### src/rtl/patch_request_sequencer_if.sv
// patch_request_sequencer_if: upstream valid/ready request port and downstream valid/ready result port.
// The master modport is the side that issues transactions and consumes results.
interface patch_request_sequencer_if #(
    parameter int N          = 16,
    parameter int ADDR_WIDTH = 21
);
    logic                  in_valid;
    logic                  in_ready;
    logic                  in_rw;
    logic [ADDR_WIDTH-1:0] in_addr;
    logic [N-1:0]          in_wdata;
    logic [N-1:0]          in_org;
    logic                  in_p;
    logic                  out_valid;
    logic                  out_ready;
    logic [N-1:0]          out_data;
    logic                  out_error;
    logic                  out_timeout;

    modport master (
        output in_valid, in_rw, in_addr, in_wdata, in_org, in_p, out_ready,
        input  in_ready, out_valid, out_data, out_error, out_timeout
    );

    modport slave (
        input  in_valid, in_rw, in_addr, in_wdata, in_org, in_p, out_ready,
        output in_ready, out_valid, out_data, out_error, out_timeout
    );
endinterface

### src/rtl/patch_request_sequencer.sv
// patch_request_sequencer: one-at-a-time cache transaction sequencer with bounded response wait.
// Define PATCH_SEQ_STATS_EN to build the saturating req_count/fail_count statistics registers.
module patch_request_sequencer #(
    parameter int N          = 16,
    parameter int ADDR_WIDTH = 21,
    parameter int TIMEOUT    = 15
) (
    input  logic                  clk,
    input  logic                  reset,
    patch_request_sequencer_if.slave bus,
    output logic                  request,
    output logic                  read_write,
    output logic [ADDR_WIDTH-1:0] address,
    output logic [N-1:0]          activation_in,
    output logic [N-1:0]          activation_org,
    output logic                  p,
    input  logic [N-1:0]          chosen_activation,
    input  logic                  valid,
    input  logic                  error,
    output logic [15:0]           req_count,
    output logic [15:0]           fail_count
);
    typedef enum logic [1:0] {IDLE, REQ, WAIT, RESP} state_t;

    state_t                state_q, state_d;
    logic                  in_ready_q, in_ready_d;
    logic                  request_q, request_d;
    logic                  rw_q, rw_d;
    logic [ADDR_WIDTH-1:0] addr_q, addr_d;
    logic [N-1:0]          wdata_q, wdata_d;
    logic [N-1:0]          org_q, org_d;
    logic                  p_q, p_d;
    logic [7:0]            cnt_q, cnt_d;
    logic                  out_valid_q, out_valid_d;
    logic [N-1:0]          out_data_q, out_data_d;
    logic                  out_error_q, out_error_d;
    logic                  out_timeout_q, out_timeout_d;

    always_comb begin
        state_d       = state_q;
        request_d     = 1'b0;
        rw_d          = rw_q;
        addr_d        = addr_q;
        wdata_d       = wdata_q;
        org_d         = org_q;
        p_d           = p_q;
        cnt_d         = cnt_q;
        out_data_d    = out_data_q;
        out_error_d   = out_error_q;
        out_timeout_d = out_timeout_q;
        case (state_q)
            IDLE: if (bus.in_valid && in_ready_q) begin
                rw_d      = bus.in_rw;
                addr_d    = bus.in_addr;
                wdata_d   = bus.in_wdata;
                org_d     = bus.in_org;
                p_d       = bus.in_p;
                request_d = 1'b1;
                state_d   = REQ;
            end
            REQ: begin
                cnt_d   = '0;
                state_d = WAIT;
            end
            WAIT: if (error) begin
                out_error_d = 1'b1;
                out_data_d  = '0;
                state_d     = RESP;
            end else if (valid) begin
                out_data_d = rw_q ? chosen_activation : '0;
                state_d    = RESP;
            end else if (cnt_q == 8'(TIMEOUT - 1)) begin
                out_timeout_d = 1'b1;
                out_data_d    = '0;
                state_d       = RESP;
            end else begin
                cnt_d = cnt_q + 8'd1;
            end
            RESP: if (bus.out_ready) begin
                out_error_d   = 1'b0;
                out_timeout_d = 1'b0;
                state_d       = IDLE;
            end
        endcase
        in_ready_d  = state_d == IDLE;
        out_valid_d = state_d == RESP;
    end

    // in_ready is a flop that resets low so nothing is accepted while reset is held
    always_ff @(posedge clk or negedge reset) begin
        if (!reset) begin
            state_q       <= IDLE;
            in_ready_q    <= 1'b0;
            request_q     <= 1'b0;
            rw_q          <= 1'b0;
            addr_q        <= '0;
            wdata_q       <= '0;
            org_q         <= '0;
            p_q           <= 1'b0;
            cnt_q         <= '0;
            out_valid_q   <= 1'b0;
            out_data_q    <= '0;
            out_error_q   <= 1'b0;
            out_timeout_q <= 1'b0;
        end else begin
            state_q       <= state_d;
            in_ready_q    <= in_ready_d;
            request_q     <= request_d;
            rw_q          <= rw_d;
            addr_q        <= addr_d;
            wdata_q       <= wdata_d;
            org_q         <= org_d;
            p_q           <= p_d;
            cnt_q         <= cnt_d;
            out_valid_q   <= out_valid_d;
            out_data_q    <= out_data_d;
            out_error_q   <= out_error_d;
            out_timeout_q <= out_timeout_d;
        end
    end

`ifdef PATCH_SEQ_STATS_EN
    logic [15:0] req_count_q, req_count_d;
    logic [15:0] fail_count_q, fail_count_d;
    logic        hs;

    always_comb begin
        hs           = state_q == RESP && bus.out_ready;
        req_count_d  = (hs && req_count_q != 16'hFFFF) ? req_count_q + 16'd1 : req_count_q;
        fail_count_d = (hs && (out_error_q || out_timeout_q) && fail_count_q != 16'hFFFF)
                       ? fail_count_q + 16'd1 : fail_count_q;
    end

    always_ff @(posedge clk or negedge reset) begin
        if (!reset) begin
            req_count_q  <= '0;
            fail_count_q <= '0;
        end else begin
            req_count_q  <= req_count_d;
            fail_count_q <= fail_count_d;
        end
    end

    assign req_count  = req_count_q;
    assign fail_count = fail_count_q;
`else
    assign req_count  = '0;
    assign fail_count = '0;
`endif

    assign bus.in_ready    = in_ready_q;
    assign bus.out_valid   = out_valid_q;
    assign bus.out_data    = out_data_q;
    assign bus.out_error   = out_error_q;
    assign bus.out_timeout = out_timeout_q;
    assign request         = request_q;
    assign read_write      = rw_q;
    assign address         = addr_q;
    assign activation_in   = wdata_q;
    assign activation_org  = org_q;
    assign p               = p_q;
endmodule

### src/flat_wrapper.sv
// flat-port wrapper written by rule: the top's interface ports become plain ports
module patch_request_sequencer_flat 
#(
    parameter int N          = 16,
    parameter int ADDR_WIDTH = 21,
    parameter int TIMEOUT    = 15
)
  (clk, reset, request, read_write, address, activation_in, activation_org, p, chosen_activation, valid, error, req_count, fail_count, bus_in_valid, bus_in_rw, bus_in_addr, bus_in_wdata, bus_in_org, bus_in_p, bus_out_ready, bus_in_ready, bus_out_valid, bus_out_data, bus_out_error, bus_out_timeout);
  patch_request_sequencer_if #(.N(N), .ADDR_WIDTH(ADDR_WIDTH)) bus_i ();
  input  logic clk;
  input  logic reset;
  output logic request;
  output logic read_write;
  output logic [ADDR_WIDTH-1:0] address;
  output logic [N-1:0] activation_in;
  output logic [N-1:0] activation_org;
  output logic p;
  input  logic [N-1:0] chosen_activation;
  input  logic valid;
  input  logic error;
  output logic [15:0] req_count;
  output logic [15:0] fail_count;
  input wire logic [$bits(bus_i.in_valid)-1:0] bus_in_valid;
  input wire logic [$bits(bus_i.in_rw)-1:0] bus_in_rw;
  input wire logic [$bits(bus_i.in_addr)-1:0] bus_in_addr;
  input wire logic [$bits(bus_i.in_wdata)-1:0] bus_in_wdata;
  input wire logic [$bits(bus_i.in_org)-1:0] bus_in_org;
  input wire logic [$bits(bus_i.in_p)-1:0] bus_in_p;
  input wire logic [$bits(bus_i.out_ready)-1:0] bus_out_ready;
  output wire logic [$bits(bus_i.in_ready)-1:0] bus_in_ready;
  output wire logic [$bits(bus_i.out_valid)-1:0] bus_out_valid;
  output wire logic [$bits(bus_i.out_data)-1:0] bus_out_data;
  output wire logic [$bits(bus_i.out_error)-1:0] bus_out_error;
  output wire logic [$bits(bus_i.out_timeout)-1:0] bus_out_timeout;
  assign bus_i.in_valid = bus_in_valid;
  assign bus_i.in_rw = bus_in_rw;
  assign bus_i.in_addr = bus_in_addr;
  assign bus_i.in_wdata = bus_in_wdata;
  assign bus_i.in_org = bus_in_org;
  assign bus_i.in_p = bus_in_p;
  assign bus_i.out_ready = bus_out_ready;
  assign bus_in_ready = bus_i.in_ready;
  assign bus_out_valid = bus_i.out_valid;
  assign bus_out_data = bus_i.out_data;
  assign bus_out_error = bus_i.out_error;
  assign bus_out_timeout = bus_i.out_timeout;
  patch_request_sequencer #(.N(N), .ADDR_WIDTH(ADDR_WIDTH), .TIMEOUT(TIMEOUT)) u_core (.clk(clk), .reset(reset), .bus(bus_i), .request(request), .read_write(read_write), .address(address), .activation_in(activation_in), .activation_org(activation_org), .p(p), .chosen_activation(chosen_activation), .valid(valid), .error(error), .req_count(req_count), .fail_count(fail_count));
endmodule
### config.mk
export PLATFORM = sky130hd
export DESIGN_NAME = patch_request_sequencer_flat
export DESIGN_NICKNAME = d
export VERILOG_FILES = /design/src/rtl/patch_request_sequencer_if.sv /design/src/rtl/patch_request_sequencer.sv /design/src/flat_wrapper.sv
export SDC_FILE = /design/constraint.sdc
export NUM_CORES = 1
export LEC_CHECK = 0
export CAP_MARGIN = 30
export CELL_PAD_IN_SITES_DETAIL_PLACEMENT = 2
export CELL_PAD_IN_SITES_GLOBAL_PLACEMENT = 2
export CORE_ASPECT_RATIO = 0.8
export CORE_MARGIN = 2
export CORE_UTILIZATION = 24
export CTS_CLUSTER_DIAMETER = 80
export DETAILED_ROUTE_END_ITERATION = 16
export GPL_ROUTABILITY_DRIVEN = 0
export PLACE_DENSITY_LB_ADDON = 0.08
export SYNTH_ARGS = -nofsm -noshare
export SYNTH_HDL_FRONTEND = slang
export SYNTH_SLANG_ARGS = --single-unit
### constraint.sdc
create_clock -name clk -period 2.54 [get_ports clk]
set_input_delay 0.381 -clock clk [delete_from_list [all_inputs] [get_ports clk]]
set_output_delay 0.381 -clock clk [all_outputs]
set_load 0.005 [all_outputs]
After elaboration in Yosys (flattened, before gate mapping)
Index checks and enable logic that the tools add are counted.
Word-level totals
  memory bits (writable): 0
  input bits: 77
  memories kept: 0
  flip-flop bits (word level): 86
  bits in latches: 0
  ROM bits: 0
Cells by class
  multiplexer cells: 23
  magnitude comparators: 0
  div/mod/pow operators: 0
  reductions and logical operators: 11
  bitwise operators: 0
  eq/ne operators: 11
  add/subtract/negate cells: 1
  shift operators: 0
  $mul: 0
Operators with widths (number)
  $mux W16: 4
  $mux W8: 3
  $pmux W8 S2: 1
  $mux W2: 5
  $ne A2 B2 Y1 const B: 5
  $add A8 B1 Y8 const B: 1
  $eq A8 B4 Y1 const B: 1
  $pmux W2 S4: 1
  $mux W1: 7
  $eq A2 B2 Y1 const B: 3
  $reduce_and A5 Y1: 1
  $logic_not A2 Y1: 2
  $pmux W1 S2: 2
  $reduce_and A2 Y1: 2
  $reduce_and A4 Y1: 1
  $reduce_bool A2 Y1: 2
  $reduce_and A3 Y1: 1
  $reduce_bool A3 Y1: 1
  $eq A2 B1 Y1 const B: 1
  $ne A2 B1 Y1 const B: 1
  $logic_and A1 B1 Y1: 1

Logic depth before layout (Yosys ltp)
  word-level depth: 6
  gate-level depth with buffers: 8
  mapped depth without buffers: 6

Least setup slack after synthesis
OpenSTA, ideal clock, no wires.
  kind: register to register
  from: register u_core.cnt_q[0]
  to: register u_core.out_data_q[10], in the netlist u_core.bus.out_data[10]
  data arrival time: 1.571 ns
  stages on the path, launching flop included: 9
  required time: 2.461 ns
  setup slack: 0.890 ns
  buffers on the path: 2
  setup time: 0.079 ns
  cell sequence: dfrtp_1 inv_1 ha_1 nand4b_1 nor2_1 o311ai_1 buf_4 buf_6 mux2i_1
On the way
  word-level cells in the longest chain between the ends: 3
RTL lines
  start, declared: RTL line patch_request_sequencer.sv:33  | logic [7:0] cnt_q, cnt_d;
  start signal, assigned: RTL line patch_request_sequencer.sv:114  | cnt_q <= cnt_d;
  $eq A8 B4 Y1: RTL line patch_request_sequencer.sv:72  | end else if (cnt_q == 8'(TIMEOUT - 1)) begin
  $reduce_bool A3 Y1 (no line)
  $reduce_and A2 Y1 (no line)
  end signal, assigned: RTL line patch_request_sequencer.sv:116  | out_data_q <= out_data_d;
  end, declared: RTL line patch_request_sequencer.sv:35  | logic [N-1:0] out_data_q, out_data_d;
Every way passes these cells.
A chain may end at the register's enable or synchronous reset.

Worst setup path after layout
  from: input port error
  to: register u_core.cnt_q[7]
On the way
  word-level cells in the longest chain between the ends: 2
RTL lines
  start, declared: RTL line flat_wrapper.sv:20  | input logic error;
  $ne A2 B2 Y1 (no line)
  $reduce_and A4 Y1 (no line)
Every way passes these cells.

==> results.json <==
{
  "wl_per_cell_microns": 15.64,
  "gr-usage-met1": 0.1898,
  "first_global_vias": 3506,
  "critPathTopFamily": "simple AND/OR/NAND/NOR gates",
  "crit_cells": 5,
  "grt_max_degree": 58,
  "htree_levels": 3,
  "rsz0062_at_grt": "no",
  "first_iter_violations": 88,
  "yosysTopAreaCell": "dfrtp_1",
  "syn-cell-area_sq_um": 3714,
  "cts.hold.buffers_added": 0,
  "timing.fmax_mhz": 536.4,
  "slew-limit-headroom": 0.5627,
  "worstPathCellList": "clkdlybuf4s50_1 -> nor4b_4 -> o21ai_2 -> or4_1 -> a21oi_1",
  "track_usage": 0.1541,
  "final_common_cell": "nand2_1",
  "setup_violations": 0,
  "drc": 0,
  "stdcell_area_sq_um": 5720,
  "die-area_sq_um": 16490,
  "core_sq_um": 15060,
  "root_buffer": "clkbuf_16",
  "synth_seq_cells": 86,
  "post_dp_cell_area_sq_um": 5399,
  "hold-worst-slack_ps": 7.046,
  "crit_arrival_ps": 2140,
  "drv_cap": 0,
  "viasPerCell": 4.113,
  "syn_inst": 404,
  "finalCoreUtilization": 0.3797,
  "ys_warn_count": 0,
  "finalHoldViolCount": 0,
  "drive_gt1_frac": 0.05160,
  "crit_path_end_kind": "flip-flop",
  "placementRows": 40,
  "crit_buf_inv": 1,
  "grt-busiest-layer": "met2",
  "crit_type": "input port to flip-flop",
  "reg2reg_depth": 4,
  "slew_viol_final": 0,
  "holdCritPathClass": "input port to asynchronous set/reset pin",
  "worst-slew-pin-transition_ps": 656.0,
  "status": "finished clean",
  "cts_setup_buffers": 0,
  "die_w_microns": 143.1,
  "die_height_microns": 115.3,
  "required_ps": 2810,
  "ir_worst_vdd_mv": 0.3788,
  "p_per_area_nw_per_um2": 1016,
  "tns_ps": 0,
  "ant_nets": 0,
  "slowest_stage": "clkdlybuf4s50_1",
  "cts_sinks": 86,
  "area_growth_pct": 54.04,
  "seq_area_frac_synth": 0.5795,
  "cts_buffers": 9,
  "fin_crit_ps": 1864,
  "ys_types": 33,
  "worst_skew_pair.late_latency_ps": 350,
  "firstDrtPassIters": 4,
  "avgSynthCellArea_sq_um": 9.192,
  "use_met2": 0.2344,
  "critPathLaunchType": "input port",
  "finalNetCount": 636,
  "dpl.hpwl_microns": 8702,
  "slowest_delay_ps": 530,
  "power_leakage_nw": 2.719,
  "ios": 185,
  "worstPathMaxFanout": 10,
  "mostFrequentLayoutCells": "nand2_1, clkdlybuf4s50_1, dfrtp_1",
  "wl_microns": 12070,
  "diodes": 0,
  "vias": 3175,
  "cts.clk_slew.worst_paths_ps": 60,
  "clock_skew_ps": 6.413,
  "synth.top_cell.area_share": 0.5795,
  "initial_core_util": 0.2465,
  "synth_area_leaders": "dfrtp_1, nand2_1, buf_4, mux2i_1, inv_1",
  "finalCritPeriodShare": 0.7340,
  "cts_tree": "done",
  "grt_overflow": 0,
  "met3_usage": 0.08122,
  "port_buffers": 152,
  "clk_path_buf_depth": 2,
  "grt_first_pass_wirelength_microns": 19130,
  "cts_resized": 0,
  "antenna_found_initial": 0
}
-- per-layer routing --
layer,vias up,share of wire
li1,1495,-
met1,1556,0.42
met2,112,0.46
met3,12,0.11
met4,0,0.012
met5,-,0
-- layout make-up --
| type | count | area [sq um] |
|---|---|---|
| timing repair buffer | 159 | 1597 |
| fill | 1630 | 9344 |
| clock inverter | 2 | 37.54 |
| sequential | 86 | 2152 |
| inverter | 20 | 75.07 |
| multi-input combinational | 281 | 1313 |
| tap | 210 | 262.8 |
| clock buffer | 14 | 284.0 |
-- where the power goes --
part	switching (mW)	internal (mW)	total (mW)
Combinational	0.874	1.27	2.14
Clock	0.551	0.871	1.42
Sequential	0.338	1.91	2.25
Total	1.76	4.05	5.81
-- cells in the mapped netlist (all sizes together) --
master / number
o41ai: 1
buf: 37
nand4: 2
dfrtp: 86
mux2i: 17
or4: 1
xor2: 1
clkbuf: 11
o211ai: 2
a22o: 1
conb: 1
o21bai: 1
nand4b: 1
inv: 20
o31ai: 1
nand2: 189
or3: 2
and3: 1
nor4b: 1
o311ai: 2
a21oi: 3
ha: 2
nand3: 5
nor2: 7
nor4: 1
or2b: 1
o21ai: 7
-- final timing paths --
path	startpoint	endpoint	slack [ps]
worst max-delay path	error	u_core.cnt_q[7]	680
worst min-delay path	reset	u_core.activation_in[9]	7
worst max register to register	u_core.state_q[1]	u_core.cnt_q[7]	700
worst min register to register	u_core.p	u_core.p	470
max in group asynchronous	reset	u_core.bus.out_data[0]	1840
min in group clk	u_core.p	u_core.p	470
-- worst register-to-register path, cell delays in order, from the launching register on --
cell and delay (ps):
dfrtp_1 570, nor4b_4 340, o21ai_2 180, or4_1 530
a21oi_1 150
-- stage by stage --
stage / power, mW / cells / setup slack, ps
after detailed placement: 4.466 / 756 / 314.9
after floorplan: 2.969 / 435 / 890.0
after global routing: 6.266 / 772 / 539.6
after CTS: 5.957 / 772 / 669.1
after global placement: 4.361 / 756 / 310.9
final: 5.813 / 772 / 675.7
-- cell families after synthesis --
| family | synth area share |
|---|---|
| simple gates | 0.2281 |
| other cells | 0.001010 |
| xor+xnor | 0.002359 |
| compound gates | 0.03201 |
| flops | 0.5795 |
| buf+inv | 0.1044 |
| fa+ha+maj | 0.006737 |
| mux | 0.04582 |
-- flip-flops by register name (all words and copies together), names as in the netlist --
signal	flops
u_core.address	21
u_core.activation_in	16
u_core.activation_org	16
u_core.bus.out_data	16
u_core.cnt_q	8
u_core.state_q	2
u_core.bus.in_ready	1
u_core.bus.out_error	1
u_core.bus.out_timeout	1
u_core.bus.out_valid	1
u_core.p	1
u_core.read_write	1
u_core.request	1
(Power assumes the default switching activity.)
